==> src/rtl/mem_access_stage_pkg.sv <==
// Shared types and constants for the memory-access pipeline stage:
// control-word layout, decode bit positions and FSM state encoding.
package mem_access_stage_pkg;

  localparam int CTRL_W     = 22;
  localparam int IDX_LD_C   = 0;
  localparam int IDX_ST_C   = 1;
  localparam int IDX_CALL_C = 4;

  typedef logic [CTRL_W-1:0] ctrl_t;

  typedef enum logic {
    IDLE_ST = 1'b0,
    WAIT_ST = 1'b1
  } state_t;

endpackage

==> src/rtl/mem_access_stage_if.sv <==
// Data-memory bus between the memory-access stage (master) and the memory (slave).
interface mem_access_stage_if;

  logic        mem_req;
  logic        mem_we;
  logic [31:0] mem_addr;
  logic [31:0] mem_wdata;
  logic [31:0] mem_rdata;
  logic        mem_ack;

  modport master (
    output mem_req, mem_we, mem_addr, mem_wdata,
    input  mem_rdata, mem_ack
  );

  modport slave (
    input  mem_req, mem_we, mem_addr, mem_wdata,
    output mem_rdata, mem_ack
  );

endinterface

==> src/rtl/ma_timeout_ctr.sv <==
// 8-bit wait-cycle counter; expired flags the last cycle allowed before a
// memory access is forced to complete.
module ma_timeout_ctr #(
  parameter int TIMEOUT = 15
) (
  input  logic clk,
  input  logic rst,
  input  logic clr,
  input  logic en,
  output logic expired
);

  logic [7:0] count_r;

  // Count wait cycles; clear takes priority over enable.
  always_ff @(posedge clk) begin
    if (!rst) begin
      count_r <= 8'd0;
    end else if (clr) begin
      count_r <= 8'd0;
    end else if (en) begin
      count_r <= count_r + 8'd1;
    end
  end

  assign expired = (count_r == 8'(TIMEOUT - 1));

endmodule

==> src/rtl/mem_access_stage.sv <==
// Memory-access pipeline stage: ALU ops pass through in one cycle, aligned
// loads/stores stall upstream until mem_ack or timeout.
module mem_access_stage
  import mem_access_stage_pkg::*;
#(
  parameter int TIMEOUT = 15,
  parameter int IDX_LD  = IDX_LD_C,
  parameter int IDX_ST  = IDX_ST_C
) (
  input  logic                    clk,
  input  logic                    rst,
  input  logic                    valid_in,
  input  logic [31:0]             pc_in,
  input  logic [31:0]             aluResult_in,
  input  logic [31:0]             op2_in,
  input  logic [31:0]             inst_in,
  input  ctrl_t                   control_in,
  output logic                    stall_out,
  mem_access_stage_if.master      mem,
  output logic                    valid_out,
  output logic [31:0]             pc_out,
  output logic [31:0]             ldResult,
  output logic [31:0]             aluResult_out,
  output logic [31:0]             inst_out,
  output ctrl_t                   control_out,
  output logic                    mem_err
);

  state_t      state_r, next_state_s;
  logic [31:0] hold_pc_r, hold_alu_r, hold_op2_r, hold_inst_r;
  ctrl_t       hold_ctrl_r;

  logic mem_op_s, aligned_s, in_wait_s, expired_s;
  logic accept_s, done_direct_s, done_mem_s, timeout_s, misaligned_s;
  logic ctr_clr_s, ctr_en_s;

  assign mem_op_s  = control_in[IDX_LD] | control_in[IDX_ST];
  assign aligned_s = (aluResult_in[1:0] == 2'b00);
  assign in_wait_s = (state_r == WAIT_ST);

  ma_timeout_ctr #(.TIMEOUT(TIMEOUT)) u_timeout_ctr (
    .clk     (clk),
    .rst     (rst),
    .clr     (ctr_clr_s),
    .en      (ctr_en_s),
    .expired (expired_s)
  );

  // Next-state and completion decode; an ack beats a simultaneous timeout.
  always_comb begin
    next_state_s  = state_r;
    accept_s      = 1'b0;
    done_direct_s = 1'b0;
    done_mem_s    = 1'b0;
    timeout_s     = 1'b0;
    misaligned_s  = 1'b0;
    ctr_clr_s     = 1'b0;
    ctr_en_s      = 1'b0;
    case (state_r)
      IDLE_ST: begin
        if (valid_in) begin
          if (mem_op_s && aligned_s) begin
            next_state_s = WAIT_ST;
            accept_s     = 1'b1;
            ctr_clr_s    = 1'b1;
          end else begin
            next_state_s  = IDLE_ST;
            done_direct_s = 1'b1;
            misaligned_s  = mem_op_s;
          end
        end else begin
          next_state_s = IDLE_ST;
        end
      end
      WAIT_ST: begin
        ctr_en_s = 1'b1;
        if (mem.mem_ack) begin
          next_state_s = IDLE_ST;
          done_mem_s   = 1'b1;
        end else if (expired_s) begin
          next_state_s = IDLE_ST;
          done_mem_s   = 1'b1;
          timeout_s    = 1'b1;
        end else begin
          next_state_s = WAIT_ST;
        end
      end
      default: begin
        next_state_s = IDLE_ST;
      end
    endcase
  end

  // State, hold registers, writeback outputs and the sticky error flag.
  always_ff @(posedge clk) begin
    if (!rst) begin
      state_r       <= IDLE_ST;
      hold_pc_r     <= 32'd0;
      hold_alu_r    <= 32'd0;
      hold_op2_r    <= 32'd0;
      hold_inst_r   <= 32'd0;
      hold_ctrl_r   <= '0;
      valid_out     <= 1'b0;
      pc_out        <= 32'd0;
      ldResult      <= 32'd0;
      aluResult_out <= 32'd0;
      inst_out      <= 32'd0;
      control_out   <= '0;
      mem_err       <= 1'b0;
    end else begin
      state_r   <= next_state_s;
      valid_out <= done_direct_s | done_mem_s;
      if (accept_s) begin
        hold_pc_r   <= pc_in;
        hold_alu_r  <= aluResult_in;
        hold_op2_r  <= op2_in;
        hold_inst_r <= inst_in;
        hold_ctrl_r <= control_in;
      end
      if (done_direct_s) begin
        pc_out        <= pc_in;
        ldResult      <= 32'd0;
        aluResult_out <= aluResult_in;
        inst_out      <= inst_in;
        control_out   <= control_in;
      end else if (done_mem_s) begin
        pc_out        <= hold_pc_r;
        ldResult      <= (mem.mem_ack && hold_ctrl_r[IDX_LD]) ? mem.mem_rdata : 32'd0;
        aluResult_out <= hold_alu_r;
        inst_out      <= hold_inst_r;
        control_out   <= hold_ctrl_r;
      end
      if (misaligned_s || timeout_s) begin
        mem_err <= 1'b1;
      end
    end
  end

  // A set isLd overrides isSt, so a both-bits word never writes.
  assign stall_out     = in_wait_s;
  assign mem.mem_req   = in_wait_s;
  assign mem.mem_we    = in_wait_s & hold_ctrl_r[IDX_ST] & ~hold_ctrl_r[IDX_LD];
  assign mem.mem_addr  = in_wait_s ? hold_alu_r : 32'd0;
  assign mem.mem_wdata = in_wait_s ? hold_op2_r : 32'd0;

endmodule

==> src/flat_wrapper.sv <==
// flat-port wrapper written by rule: the top's interface ports become plain ports
module mem_access_stage_flat import mem_access_stage_pkg::*;
#(
  parameter int TIMEOUT = 15,
  parameter int IDX_LD  = IDX_LD_C,
  parameter int IDX_ST  = IDX_ST_C
)
  (clk, rst, valid_in, pc_in, aluResult_in, op2_in, inst_in, control_in, stall_out, valid_out, pc_out, ldResult, aluResult_out, inst_out, control_out, mem_err, mem_mem_req, mem_mem_we, mem_mem_addr, mem_mem_wdata, mem_mem_rdata, mem_mem_ack);
  mem_access_stage_if mem_i ();
  input  logic clk;
  input  logic rst;
  input  logic valid_in;
  input  logic [31:0] pc_in;
  input  logic [31:0] aluResult_in;
  input  logic [31:0] op2_in;
  input  logic [31:0] inst_in;
  input  ctrl_t control_in;
  output logic stall_out;
  output logic valid_out;
  output logic [31:0] pc_out;
  output logic [31:0] ldResult;
  output logic [31:0] aluResult_out;
  output logic [31:0] inst_out;
  output ctrl_t control_out;
  output logic mem_err;
  output wire logic [$bits(mem_i.mem_req)-1:0] mem_mem_req;
  output wire logic [$bits(mem_i.mem_we)-1:0] mem_mem_we;
  output wire logic [$bits(mem_i.mem_addr)-1:0] mem_mem_addr;
  output wire logic [$bits(mem_i.mem_wdata)-1:0] mem_mem_wdata;
  input wire logic [$bits(mem_i.mem_rdata)-1:0] mem_mem_rdata;
  input wire logic [$bits(mem_i.mem_ack)-1:0] mem_mem_ack;
  assign mem_mem_req = mem_i.mem_req;
  assign mem_mem_we = mem_i.mem_we;
  assign mem_mem_addr = mem_i.mem_addr;
  assign mem_mem_wdata = mem_i.mem_wdata;
  assign mem_i.mem_rdata = mem_mem_rdata;
  assign mem_i.mem_ack = mem_mem_ack;
  mem_access_stage #(.TIMEOUT(TIMEOUT), .IDX_LD(IDX_LD), .IDX_ST(IDX_ST)) u_core (.clk(clk), .rst(rst), .valid_in(valid_in), .pc_in(pc_in), .aluResult_in(aluResult_in), .op2_in(op2_in), .inst_in(inst_in), .control_in(control_in), .stall_out(stall_out), .mem(mem_i), .valid_out(valid_out), .pc_out(pc_out), .ldResult(ldResult), .aluResult_out(aluResult_out), .inst_out(inst_out), .control_out(control_out), .mem_err(mem_err));
endmodule
==> config.mk <==
export PLATFORM = sky130hd
export DESIGN_NAME = mem_access_stage_flat
export DESIGN_NICKNAME = d
export VERILOG_FILES = /design/src/rtl/mem_access_stage_pkg.sv /design/src/rtl/mem_access_stage_if.sv /design/src/rtl/ma_timeout_ctr.sv /design/src/rtl/mem_access_stage.sv /design/src/flat_wrapper.sv
export SDC_FILE = /design/constraint.sdc
export NUM_CORES = 1
export LEC_CHECK = 0
export ABC_AREA = 0
export CAP_MARGIN = 30
export CORE_MARGIN = 4
export CORE_UTILIZATION = 46
export CTS_CLUSTER_SIZE = 10
export DETAILED_ROUTE_END_ITERATION = 6
export HOLD_SLACK_MARGIN = 0.15
export PLACE_DENSITY = 0.85
export REMOVE_ABC_BUFFERS = 1
export SYNTH_ARGS = -nofsm -noshare
export SYNTH_HDL_FRONTEND = slang
export SYNTH_SLANG_ARGS = --single-unit
==> constraint.sdc <==
create_clock -name clk -period 2.4 [get_ports clk]
set_input_delay 0.48 -clock clk [delete_from_list [all_inputs] [get_ports clk]]
set_output_delay 0.48 -clock clk [all_outputs]
set_load 0.03 [all_outputs]
Word level (Yosys, flattened, before mapping) --
Index checks and enable logic that the tools add are counted.
Word-level totals: bits of input ports 186, register bits 311, output and inout port bits 219
Cells by class: equality and inequality tests 1, muxes and demuxes 29, reductions and logical operators 7, add/subtract/negate cells 1, bitwise logic cells 7
Operator list (number):
- two-way mux 32 bit | 9
- two-way mux 22 bit | 2
- two-way mux 1 bit | 17
- adder 8 x 1 -> 8 bit (second input constant) | 1
- == test 8 x 4 -> 1 bit (second input constant) | 1
- OR reduction 2 bit | 2
- NOT 1 bit | 3
- bitwise AND 1 bit | 2
- logical AND 1 bit | 2
- logical NOT 2 bit | 1
- bitwise OR 1 bit | 2
- case mux 1 bit (2 select lines) | 1
- nonzero test 2 bit | 1
- logical OR 1 bit | 1

Logic depth before layout (Yosys ltp) --
depth after elaboration 6, gate-level depth with buffers 8

Modules after synthesis --
A second synthesis with hierarchy kept.
Unflattened totals: cell total of the unflattened synthesis 1578, area total of the unflattened synthesis 12574.6 µm²
By module, submodules not included:
- mem_access_stage | cells each 1536, sequential area each 6065.8 µm², instances 1, area an instance 12196.7 µm²
- ma_timeout_ctr | cells each 42, sequential area each 160.2 µm², instances 1, area an instance 377.9 µm²

Worst setup path after synthesis --
No wires, ideal clock.
path kind reg-to-output, start register u_core.state_r, in the netlist u_core.mem.mem_req, end output port mem_mem_addr[31], data required time 1.920 ns, setup slack 0.304 ns, path buffers 3, arrival 1.616 ns, cell stages (with the launch flop) 5, cell sequence dfxtp_1 buf_2 clkbuf_1 clkbuf_1 and2_1
On the way: longest elaborated chain between the ends 1
Ends and longest elaborated chain:
- start, declared | RTL line mem_access_stage.sv:29 | state_t state_r, next_state_s;
- start signal, assigned | RTL line mem_access_stage.sv:111 | state_r <= next_state_s;
- two-way mux 32 bit | RTL line mem_access_stage.sv:143 | assign mem.mem_addr = in_wait_s ? hold_alu_r : 32'd0;
- end, declared | RTL line flat_wrapper.sv:28 | output wire logic [$bits(mem_i.mem_addr)-1:0] mem_mem_addr;
No other way between the ends.

Worst setup path after layout --
start register u_core.state_r, in the netlist u_core.mem.mem_req, end output port stall_out
RTL lines:
- end, declared | RTL line flat_wrapper.sv:18 | output logic stall_out;
No word-level cell between the ends.

==> metrics.cfg <==
[run_status]
outcome = finished clean

[clocking]
clk_pin_slew_worst_paths_ns = 0.06
clkSinkCount = 311
cts.htree.levels = 2
cts_buffer_depth = 3
insertion_delay_ns = 0.50
cts_buffers = 37
cts_tree = yes
cts_root_buf = clkbuf_16
ctsHoldBuffers = 0

[cells_and_area]
final_common_cell = clkdlybuf4s50_1
layout-drive-gt1-share = 0.0546
nets = 1883
syn_to_final_growth_pct = 43.9
nFillCells = 2070
final_core_util = 0.671
stdcell_count = 2046
final_cell_mix = 338 x clkdlybuf4s50_1, 335 x nand2_1, 310 x dfxtp_1
final_area_um2 = 18000

[synth]
avgSynthCellArea_um2 = 9.43
synth_top_flop_cell = dfxtp_1
ys_warn_count = 0
syn_area_um2 = 12500
async_flop_share = 0
seq_area_frac_synth = 0.497
ys_ff_latch = 311
synth-edff-count = 0
ys_types = 39
synth_cells = 1328

[setup_path]
critPathLaunchType = register
cp.required_ns = 1.92
critical_path.slowest_cell = clkdlybuf4s50_1
crit_family = buffers and inverters
cp.arrival_ns = 1.82
slowest_delay_ns = 0.71
crit_fanout = 19
path_cells = buf_4 -> clkdlybuf4s50_1
critPathKind = reg2out
end_kind = output port
critPathBufInv = 2

[worst_hold_path]
min_path_type = in2reg

[placed_design]
dpl-instance-area_um2 = 17000
dp.cells = 1997
place.gp.congestion = 0.814
io_buffers = 404
hpwl_um = 26200
pre_cts_ws_ns = 0.0922

[power_and_ir_drop]
combPwrFrac = 0.133
power_mw = 12.0
p_switching_mw = 2.93
swShare = 0.244
powerDensity_nw_per_um2 = 665
pwr-share-clk = 0.409
internal_power_mw = 9.06
leakage_nw = 7.01
vdd_drop_max_v = 0.000522
pwr-share-seq = 0.458

[global_routing]
grt_overflow = 0
grt_pass1_vias = 11043
grt_pass1_wl_um = 59300
antenna_found_initial = 1
grt_max_degree = 98
grt_usage = 0.239

[sta]
slew_headroom = 0.698
setup_viol = 0
drv_slew = 0
fin_crit_ns = 2.30
tns_ns = 0
whs_ns = 0.375
clock.fmax_mhz = 434
worst_slack_ns = 0.0976
rsz0062_at_grt = false
finalCritPeriodShare = 0.959
finalClockSkew_ns = 0.0154
tightest_slew_ns = 0.453
final-hold-violation-count = 0

[floorplan]
dieWidth_um = 173
io_pins = 405
rows = 60
die_h_um = 173
start_util = 0.466
core_um2 = 26900
dieArea_um2 = 29900

[drt]
via_per_inst = 5.42
ant_nets = 0
vias = 11080
drc = 0
drtIter0Drc = 515
drt_first_pass_iters = 5
avgRoutedWirePerCell_um = 18.5
wirelength_um = 37900

[job]
drv_cap = 0

==> registers in the layout (all words and copies together), names as in the netlist <==
signal                        count
u_core.aluResult_out             32
u_core.hold_alu_r                32
u_core.hold_inst_r               32
u_core.hold_op2_r                32
u_core.hold_pc_r                 32
u_core.inst_out                  32
u_core.ldResult                  32
u_core.pc_out                    32
u_core.control_out               22
u_core.hold_ctrl_r               22
u_core.u_timeout_ctr.count_r      8
u_core.mem.mem_req                1
u_core.mem_err                    1
u_core.valid_out                  1
==> cell type report <==
type                    instances  area (µm²)  share of cell area
diodes                          2        5.00            0.000278
clock buffers                  45        1010              0.0560
clock inverters                 2        13.8            0.000764
inverters                       1        3.75            0.000208
multi-input cells             900        5730               0.318
flip-flops and latches        311        6230               0.346
well taps                     341         427              0.0237
repair buffers                444        4610               0.256
==> metal layers <==
metal / wire, µm / vias up / part of all wire / track usage
met5: 0 / - / 0 / 0
met2: 18400 / 425 / 0.49 / 0.415
met4: 1360 / 0 / 0.036 / 0.0895
li1: - / 5298 / - / -
met1: 15000 / 5267 / 0.40 / 0.277
met3: 3100 / 90 / 0.082 / 0.0748
==> kinds of logic after synthesis <==
| logic type | count (synthesis) | synth area share |
|---|---|---|
| DFF | 311 | 0.497 |
| AOI/OAI and AO/OA | 311 | 0.191 |
| and+or+nand+nor | 464 | 0.165 |
| buffers and inverters | 117 | 0.0466 |
| adders and majority gates | 2 | 0.00200 |
| muxes | 116 | 0.0927 |
| xor gates and xnor gates | 7 | 0.00490 |
==> what timing repair did <==
action	CTS	global route
buffers inserted	0	0
endpoints found under the setup margin	53	12
resized for setup	53	12
==> synth_stat cells (11+ instances only) <==
master	n	area, µm²
a21oi_1	34	170
nor2_1	14	52.6
buf_6	11	124
nand4_1	35	219
buf_2	37	185
dfxtp_1	311	6230
nand2_1	336	1260
mux2i_1	116	1160
o2bb2ai_1	116	1020
a21boi_1	110	826
and2_1	65	407
clkbuf_1	60	225
a21boi_0	39	293
==> power by group through the flow <==
stage / registers (mW) / clock network, mW / logic [mW]
2_1_floorplan: 5.85 / 0 / 0.434
3_3_place_gp: 5.59 / 0 / 1.56
3_5_place_dp: 5.60 / 0 / 1.59
4_1_cts: 5.49 / 5.00 / 1.60
5_1_grt: 5.51 / 5.23 / 1.69
6_report: 5.49 / 4.90 / 1.59
==> final timing paths <==
kind | start | to | slack, ns | depth (start not counted)
hold reg to reg | u_core.hold_op2_r[24] | u_core.hold_op2_r[24] | 0.45 | 2
setup reg to reg | u_core.u_timeout_ctr.count_r[0] | u_core.aluResult_out[24] | 0.31 | 8
setup / recovery | u_core.mem.mem_req | stall_out | 0.1 | 2
hold / removal | rst | u_core.mem.mem_req | 0.38 | 2
==> worst register-to-register path: stages, from the launching register on <==
cell,delay [ns]
dfxtp_1,0.44
inv_1,0.07
ha_1,0.24
and4bb_4,0.22
a22oi_2,0.31
buf_4,0.22
buf_12,0.16
mux2i_1,0.22
o2bb2ai_1,0.09
Note: power is estimated with default switching activity, not from simulation.
